<file path="src/rtl/mem_arb_pkg.sv">
// Shared definitions for the memory port arbiter: FSM encoding, requester ids
// and the timeout counter width helper.
package mem_arb_pkg;

    typedef enum logic [1:0] {
        IDLE   = 2'b00,
        ACCESS = 2'b01,
        RESP   = 2'b10
    } arb_state_t;

    localparam logic PORT_C = 1'b0;
    localparam logic PORT_D = 1'b1;

    // Bits needed to count up to TIMEOUT; never less than one bit.
    function automatic int timer_width(input int timeout);
        return (timeout > 0) ? $clog2(timeout + 1) : 1;
    endfunction

endpackage

</file>
<file path="src/rtl/mem_timeout_counter.sv">
// Counts ACCESS cycles without mem_ack. 'expired' is raised combinationally in
// the cycle whose increment would reach TIMEOUT, so ACCESS lasts exactly
// TIMEOUT cycles when the memory never answers. TIMEOUT=0 never expires.
module mem_timeout_counter
    import mem_arb_pkg::*;
#(
    parameter int TIMEOUT = 15
) (
    input  logic clk,
    input  logic rst,
    input  logic en,
    input  logic clr,
    output logic expired
);

    localparam int TW = timer_width(TIMEOUT);
    localparam logic [TW-1:0] LAST = TW'((TIMEOUT > 0) ? TIMEOUT - 1 : 0);

    logic [TW-1:0] timer;

    // Wait-cycle counter: cleared outside ACCESS, advances on unacked cycles.
    always_ff @(posedge clk or posedge rst) begin
        if (rst) begin
            timer <= '0;
        end else if (clr) begin
            timer <= '0;
        end else if (en) begin
            timer <= timer + TW'(1);
        end
    end

    assign expired = (TIMEOUT > 0) && en && (timer == LAST);

endmodule

</file>
<file path="src/rtl/mem_port_arbiter.sv">
// Arbitrates the unified memory port between the core (port C) and the
// debug/DMA loader (port D), runs the req/ack handshake and the wait timeout.
//
// Handshake: a requester raises *_req with a stable payload and holds it until
// its *_done pulse (one cycle, *_err valid alongside); the payload is latched
// at grant. Toward memory, mem_req stays high with a stable payload until
// mem_ack; mem_ack outside ACCESS is ignored and read data is taken with ack.
module mem_port_arbiter
    import mem_arb_pkg::*;
#(
    parameter int ADDR_WIDTH    = 32,
    parameter int DATA_WIDTH    = 32,
    parameter int TIMEOUT       = 15,
    parameter int CORE_PRIORITY = 1
) (
    input  logic                  clk,
    input  logic                  rst,
    input  logic                  c_req,
    input  logic                  c_we,
    input  logic [ADDR_WIDTH-1:0] c_addr,
    input  logic [DATA_WIDTH-1:0] c_wdata,
    output logic                  c_done,
    output logic                  c_err,
    output logic [DATA_WIDTH-1:0] c_rdata,
    input  logic                  d_req,
    input  logic                  d_we,
    input  logic [ADDR_WIDTH-1:0] d_addr,
    input  logic [DATA_WIDTH-1:0] d_wdata,
    output logic                  d_done,
    output logic                  d_err,
    output logic [DATA_WIDTH-1:0] d_rdata,
    output logic                  mem_req,
    output logic                  mem_we,
    output logic [ADDR_WIDTH-1:0] mem_addr,
    output logic [DATA_WIDTH-1:0] mem_wdata,
    input  logic                  mem_ack,
    input  logic [DATA_WIDTH-1:0] mem_rdata,
    output logic                  busy,
    output logic [1:0]            state_dbg
);

    arb_state_t state, state_nxt;
    logic       pick;
    logic       winner;
    logic       last_winner;
    logic       grant;
    logic       finish;
    logic       expired;
    logic       tmr_en;
    logic       tmr_clr;

    assign tmr_en    = (state == ACCESS) && !mem_ack;
    assign tmr_clr   = (state != ACCESS);
    assign grant     = (state == IDLE) && (state_nxt == ACCESS);
    assign finish    = (state == ACCESS) && (state_nxt == RESP);
    assign state_dbg = state;

    mem_timeout_counter #(
        .TIMEOUT (TIMEOUT)
    ) u_timeout (
        .clk     (clk),
        .rst     (rst),
        .en      (tmr_en),
        .clr     (tmr_clr),
        .expired (expired)
    );

    // Next-state and winner selection; ack takes precedence over timeout.
    always_comb begin
        state_nxt = state;
        pick      = PORT_C;
        case (state)
            IDLE: begin
                if (c_req || d_req) begin
                    state_nxt = ACCESS;
                    if (c_req && d_req) begin
                        pick = (CORE_PRIORITY != 0) ? PORT_C : ~last_winner;
                    end else begin
                        pick = c_req ? PORT_C : PORT_D;
                    end
                end
            end
            ACCESS: begin
                if (mem_ack || expired) begin
                    state_nxt = RESP;
                end
            end
            RESP:    state_nxt = IDLE;
            default: state_nxt = IDLE;
        endcase
    end

    // State register.
    always_ff @(posedge clk or posedge rst) begin
        if (rst) begin
            state <= IDLE;
        end else begin
            state <= state_nxt;
        end
    end

    // Registered outputs: payload latched at grant, completion at finish.
    always_ff @(posedge clk or posedge rst) begin
        if (rst) begin
            winner      <= PORT_C;
            last_winner <= PORT_D;
            mem_req     <= 1'b0;
            mem_we      <= 1'b0;
            mem_addr    <= '0;
            mem_wdata   <= '0;
            busy        <= 1'b0;
            c_done      <= 1'b0;
            c_err       <= 1'b0;
            c_rdata     <= '0;
            d_done      <= 1'b0;
            d_err       <= 1'b0;
            d_rdata     <= '0;
        end else begin
            mem_req <= (state_nxt == ACCESS);
            busy    <= (state_nxt != IDLE);
            c_done  <= 1'b0;
            c_err   <= 1'b0;
            d_done  <= 1'b0;
            d_err   <= 1'b0;
            if (grant) begin
                winner      <= pick;
                last_winner <= pick;
                mem_we      <= (pick == PORT_D) ? d_we    : c_we;
                mem_addr    <= (pick == PORT_D) ? d_addr  : c_addr;
                mem_wdata   <= (pick == PORT_D) ? d_wdata : c_wdata;
            end
            if (finish) begin
                if (winner == PORT_C) begin
                    c_done <= 1'b1;
                    c_err  <= !mem_ack;
                    if (mem_ack && !mem_we) begin
                        c_rdata <= mem_rdata;
                    end
                end else begin
                    d_done <= 1'b1;
                    d_err  <= !mem_ack;
                    if (mem_ack && !mem_we) begin
                        d_rdata <= mem_rdata;
                    end
                end
            end
        end
    end

endmodule

</file>
<file path="config.mk">
export PLATFORM = sky130hd
export DESIGN_NAME = mem_port_arbiter
export DESIGN_NICKNAME = d
export VERILOG_FILES = /design/src/rtl/mem_arb_pkg.sv /design/src/rtl/mem_timeout_counter.sv /design/src/rtl/mem_port_arbiter.sv
export SDC_FILE = /design/constraint.sdc
export NUM_CORES = 1
export LEC_CHECK = 0
export CORE_AREA = 3 3 129 131
export CTS_BUF_LIST = sky130_fd_sc_hd__clkbuf_8
export CTS_CLUSTER_DIAMETER = 100
export CTS_CLUSTER_SIZE = 10
export DETAILED_ROUTE_END_ITERATION = 16
export DIE_AREA = 0 0 132 134
export PLACE_DENSITY = 0.85
export SYNTH_ARGS = -nofsm -noshare
export SYNTH_HDL_FRONTEND = slang
export SYNTH_HIERARCHICAL = 1
export SYNTH_SLANG_ARGS = --single-unit
</file>
<file path="constraint.sdc">
create_clock -name clk -period 4.2 [get_ports clk]
set_input_delay 0.42 -clock clk [delete_from_list [all_inputs] [get_ports clk]]
set_output_delay 0.42 -clock clk [all_outputs]
set_load 0.02 [all_outputs]
</file>
# --- Yosys cells after proc, flatten, opt, wreduce, memory -nomap -nowiden ---
# Index checks and enable logic that the tools add are counted.
word_totals:
  ff_bits: 142
  input_bits: 167
  out_inout_bits: 137
  elab_cells: 56
op_classes:
  addsub: 1
  eq_ne: 5
  muxes: 20
  bitwise_logic: 1
  reduce_logical: 15
ops:
  columns: ["op", "count"]
  rows:
  - ["32-bit 2-to-1 mux", 2]
  - ["1-bit 2-to-1 mux", 13]
  - ["4-bit 2-to-1 mux", 2]
  - ["1-bit logical AND", 6]
  - ["3-bit AND reduction", 2]
  - ["4-bit by 1-bit adder with 4-bit output (second input constant)", 1]
  - ["2-bit by 1-bit == test with 1-bit output (second input constant)", 2]
  - ["4-bit == test (second input constant)", 1]
  - ["2-bit 2-to-1 mux", 2]
  - ["2-bit case mux with 2 select lines", 1]
  - ["2-bit nonzero test", 2]
  - ["2-bit == test (second input constant)", 1]
  - ["1-bit zero test", 2]
  - ["2-bit zero test", 1]
  - ["1-bit logical OR", 2]
  - ["2-bit by 1-bit != test with 1-bit output (second input constant)", 1]
  - ["1-bit inverter", 1]

# --- Depth between registers and ports, before layout ---
logic_depth:
  depth_word: 9
  depth_mapped: 7
  mapped_depth_nobuf: 6

# --- By module ---
# The synthesis kept the hierarchy.
modules_own_cells:
  columns: ["module", "instances", "cells_each", "area_per_inst_um2", "seq_area_each_um2"]
  rows:
  - ["mem_port_arbiter", 1, 454, 5500.3, 3453.3]
  - ["mem_timeout_counter", 1, 21, 226.5, 100.1]

# --- Worst setup path before layout ---
# OpenSTA, ideal clock, no wires.
synth_path:
  kind: "register to register"
  from: "register state[1] (netlist: state_dbg[1])"
  to: "register c_rdata[18]"
  setup_ps: 125
  arrival_ps: 1660
  required_time_ps: 4075
  setup_slack_ps: 2415
  path_stages_with_launch: 6
  n_path_buf: 2
  cell_sequence: "dfrtp_1 nand2b_1 buf_6 nor4b_4 buf_6 mux2_2"
synth_via:
  elab_chain_len: 9
synth_rtl:
  columns: ["item", "line", "text"]
  rows:
  - ["start: declaration", "mem_port_arbiter.sv:42", "arb_state_t state, state_nxt;"]
  - ["start signal: assignment", "mem_port_arbiter.sv:98", "state <= state_nxt;"]
  - ["2-bit by 1-bit == test with 1-bit output", "mem_port_arbiter.sv:52, mem_port_arbiter.sv:55, mem_port_arbiter.sv:72", null]
  - ["1-bit logical AND", "mem_port_arbiter.sv:52", "assign tmr_en = (state == ACCESS) && !mem_ack;"]
  - ["1-bit logical AND", "mem_timeout_counter.sv:32", "assign expired = (TIMEOUT > 0) && en && (timer == LAST);"]
  - ["1-bit logical OR", "mem_port_arbiter.sv:84", "if (mem_ack || expired) begin"]
  - ["2-bit 2-to-1 mux", "mem_port_arbiter.sv:84", null]
  - ["2-bit case mux with 2 select lines", "mem_port_arbiter.sv:72", "case (state)"]
  - ["2-bit == test", "mem_port_arbiter.sv:55", "assign finish = (state == ACCESS) && (state_nxt == RESP);"]
  - ["1-bit logical AND (*)", "mem_port_arbiter.sv:55", null]
  - ["3-bit AND reduction (no line) (*)", null, null]
  - ["end signal: assignment", "mem_port_arbiter.sv:137", "c_rdata <= mem_rdata;"]
  - ["end: declaration", "mem_port_arbiter.sv:24", "output logic [DATA_WIDTH-1:0] c_rdata,"]
# Every way passes the cells marked *; elsewhere a longest branch is shown, timed or not.
# A chain may end at the register's enable or synchronous reset.

# --- Final worst setup path ---
layout_path:
  from: "register state[1] (netlist: state_dbg[1])"
  to: "register mem_wdata[16]"
layout_via:
  elab_chain_len: 8
layout_rtl:
  columns: ["item", "line", "text"]
  rows:
  - ["2-bit by 1-bit == test with 1-bit output", "mem_port_arbiter.sv:52, mem_port_arbiter.sv:72", null]
  - ["1-bit logical AND", "mem_port_arbiter.sv:52", null]
  - ["1-bit logical AND", "mem_timeout_counter.sv:32", null]
  - ["1-bit logical OR", "mem_port_arbiter.sv:84", null]
  - ["2-bit 2-to-1 mux", "mem_port_arbiter.sv:84", null]
  - ["2-bit case mux with 2 select lines", "mem_port_arbiter.sv:72", null]
  - ["2-bit by 1-bit == test with 1-bit output", "mem_port_arbiter.sv:54", "assign grant = (state == IDLE) && (state_nxt == ACCESS);"]
  - ["1-bit logical AND", "mem_port_arbiter.sv:54", null]
  - ["end signal: assignment", "mem_port_arbiter.sv:130", "mem_wdata <= (pick == PORT_D) ? d_wdata : c_wdata;"]
  - ["end: declaration", "mem_port_arbiter.sv:35", "output logic [DATA_WIDTH-1:0] mem_wdata,"]
# Parallel ways exist; a longest one is shown, timed or not.

==> metrics.csv <==
metric,value,unit
antennaDiodeCount,0,
maxCapViolations,0,
final_layout_size_suffix_gt1_share,13.8,%
rows,46,
hold_violations,0,
clk_pin_slew,0.08,ns
min_period,2.19,ns
stdcell_count,998,
total_power,6.88,mW
antenna_found_initial,0,
worst_ep_required_time,4.52,ns
hold_class,in -> async,
chipHeight,134,µm
ant_nets,0,
syn_inst,475,
grt_pass1_wl,26600,µm
layout_common_cells,"clkdlybuf4s50_1 (303), dfrtp_1 (142), nor2_1 (70)",
num_vias,4967,
seq_area_frac_synth,62.0,%
holdWs,0.303,ns
status,"finished, final reports clean",
dp.cells,966,
grt_pass1_vias,5095,
hpwl,12700,µm
final_common_cell,clkdlybuf4s50_1,
p_leak,3.78,nW
io_buffers,303,
maxSlewViolCount,0,
wl,17400,µm
pre_cts_ws,1.61,ns
period_share,52.1,%
clkLatencyLatePin,0.43,ns
route.detailed.drc,0,
ys_seq_elements,142,
peakVddDrop,0.294,mV
die_x,132,µm
cts_tree,built,
p_per_area,739,mW/mm²
clockBufferDepth,2,
final_core_util,59.2,%
post-cts-setup-buffer-count,0,
area_growth,62.4,%
max_freq,457,MHz
avgViaCountPerCell,4.98,
crit_slowest_cell,or4b_2,
htreeDepth,4,
routedWlPerCell,17.4,µm
floorplan.initialDensity,36.4,%
drtIter0Drc,223,
firstDrtPassIters,4,
fin_area,0.00930,mm²
worstSetupStartpointType,flop,
criticalPathCategory,reg -> reg,
grt_overflow,0,
grt_max_degree,114,
crit_path_max_incr_delay,0.94,ns
relSlewSlack,30.4,%
netlist_area,0.00573,mm²
cts_resized,0,
synth_top_area_share,62.0,%
postPlaceCellArea,0.00891,mm²
yosysWarningCount,6,
synth_fp_nets,644,
path_cells,or4b_2 > buf_4 > o22ai_1 > nor2_1,
die-area,0.0177,mm²
fillCellCount,1309,
skew,0.00862,ns
clock-sinks,142,
nNetsFinal,938,
synth_area_per_cell,12.1,µm²
pin_count,304,
yosys-top-cells-area,"dfrtp_1 (62%), mux2_2 (12%), o22ai_1 (7.1%), a21oi_1 (6.0%), nor2_1 (4.7%)",
place_congestion,0.757,
tightestPinTransition,1.04,ns
cts_buffers,17,
crit_arrival,2.51,ns
grt_util_all_layers,19.2,%
rsz0062_at_grt,no,
cts_hold_buf,0,
cp-end-kind,flop,
yosysTopAreaCell,dfrtp_1,
core,0.0157,mm²
critPathMaxFanout,49,
setup_slack,2.01,ns
cts-root-buf,clkbuf_8,
setup-tns-final,0,ns
setup_viol,0,
synth_cell_types,32,
-- state kept, by name (all words and copies together) (netlist names), 2 cells and up --
name and flops:
c_rdata 32, d_rdata 32, mem_addr 32, mem_wdata 32
state_dbg 2, u_timeout/timer 4
-- critical path, delay by kind of cell, from the launching register on --
family | cells | cell delay, ns
and+or+nand+nor | 2 | 1.00
DFF | 1 | 0.45
buffers and inverters | 1 | 0.40
AOI/OAI and AO/OA | 1 | 0.21
-- path summary, 6_finish.rpt --
check	startpoint	slack [ns]	depth (start not counted)	end
min in group clk	c_rdata[23]	0.50	1	c_rdata[23]
min	rst	0.30	2	u_timeout/timer[3]
max reg2reg	state_dbg[1]	2.01	4	mem_wdata[16]
min reg2reg	c_rdata[23]	0.50	1	c_rdata[23]
max	state_dbg[1]	2.01	4	mem_wdata[16]
max in group asynchronous	rst	2.72	3	mem_addr[20]
-- metal layers --
metal  wire length, µm  track usage (%)
met2              8540             32.7
met1              6940             22.4
met4               430             7.29
met5                 0                0
met3              1470             6.94
-- final cells by class --
type / count / area [µm²] / area share, %
multi-input combinational: 294 / 1980 / 21.2
tap: 216 / 270 / 2.91
clock buffer: 18 / 248 / 2.66
timing repair buffer: 311 / 3090 / 33.3
clock inverter: 14 / 145 / 1.56
inverter: 3 / 16.3 / 0.175
sequential: 142 / 3550 / 38.2
-- cell usage after synthesis --
cell       number
a21bo_2         1
a21oi_1        69
and2_1          1
and3_1          1
and4_1          1
buf_1           4
buf_2           9
buf_6           7
clkbuf_1       16
dfrtp_1       142
ha_1            2
inv_1           3
mux2_1          2
mux2_2         60
mux2_4          3
nand2_1         2
nand2b_1        2
nand3b_1        1
nand4_1         1
nand4bb_1       1
nor2_1         71
nor2b_1         1
nor3_1          1
nor4b_1         1
nor4b_4         1
o22ai_1        65
o31ai_1         2
or2_2           1
or2b_1          1
or3b_2          1
or4b_1          1
xnor2_1         1
-- report_power, final --
part           internal [mW]  leakage, nW  switching [mW]
registers               2.00         1.66           0.359
logic                   1.69         1.93            1.75
clock network          0.543        0.196           0.526
total                   4.24         3.78            2.64
-- cells by family (layout without fill, tap and decap cells) --
family          after synthesis  in the layout  synth area share (%)
fa+ha+maj                     2              2                 0.437
xor+xnor                      1              1                 0.153
simple gates                 89             89                  7.14
mux                          65             65                  13.0
compound gates              137            137                  13.6
buf+inv                      39            346                  3.67
flops                       142            142                  62.0
Power figures use the tool's default switching activity.
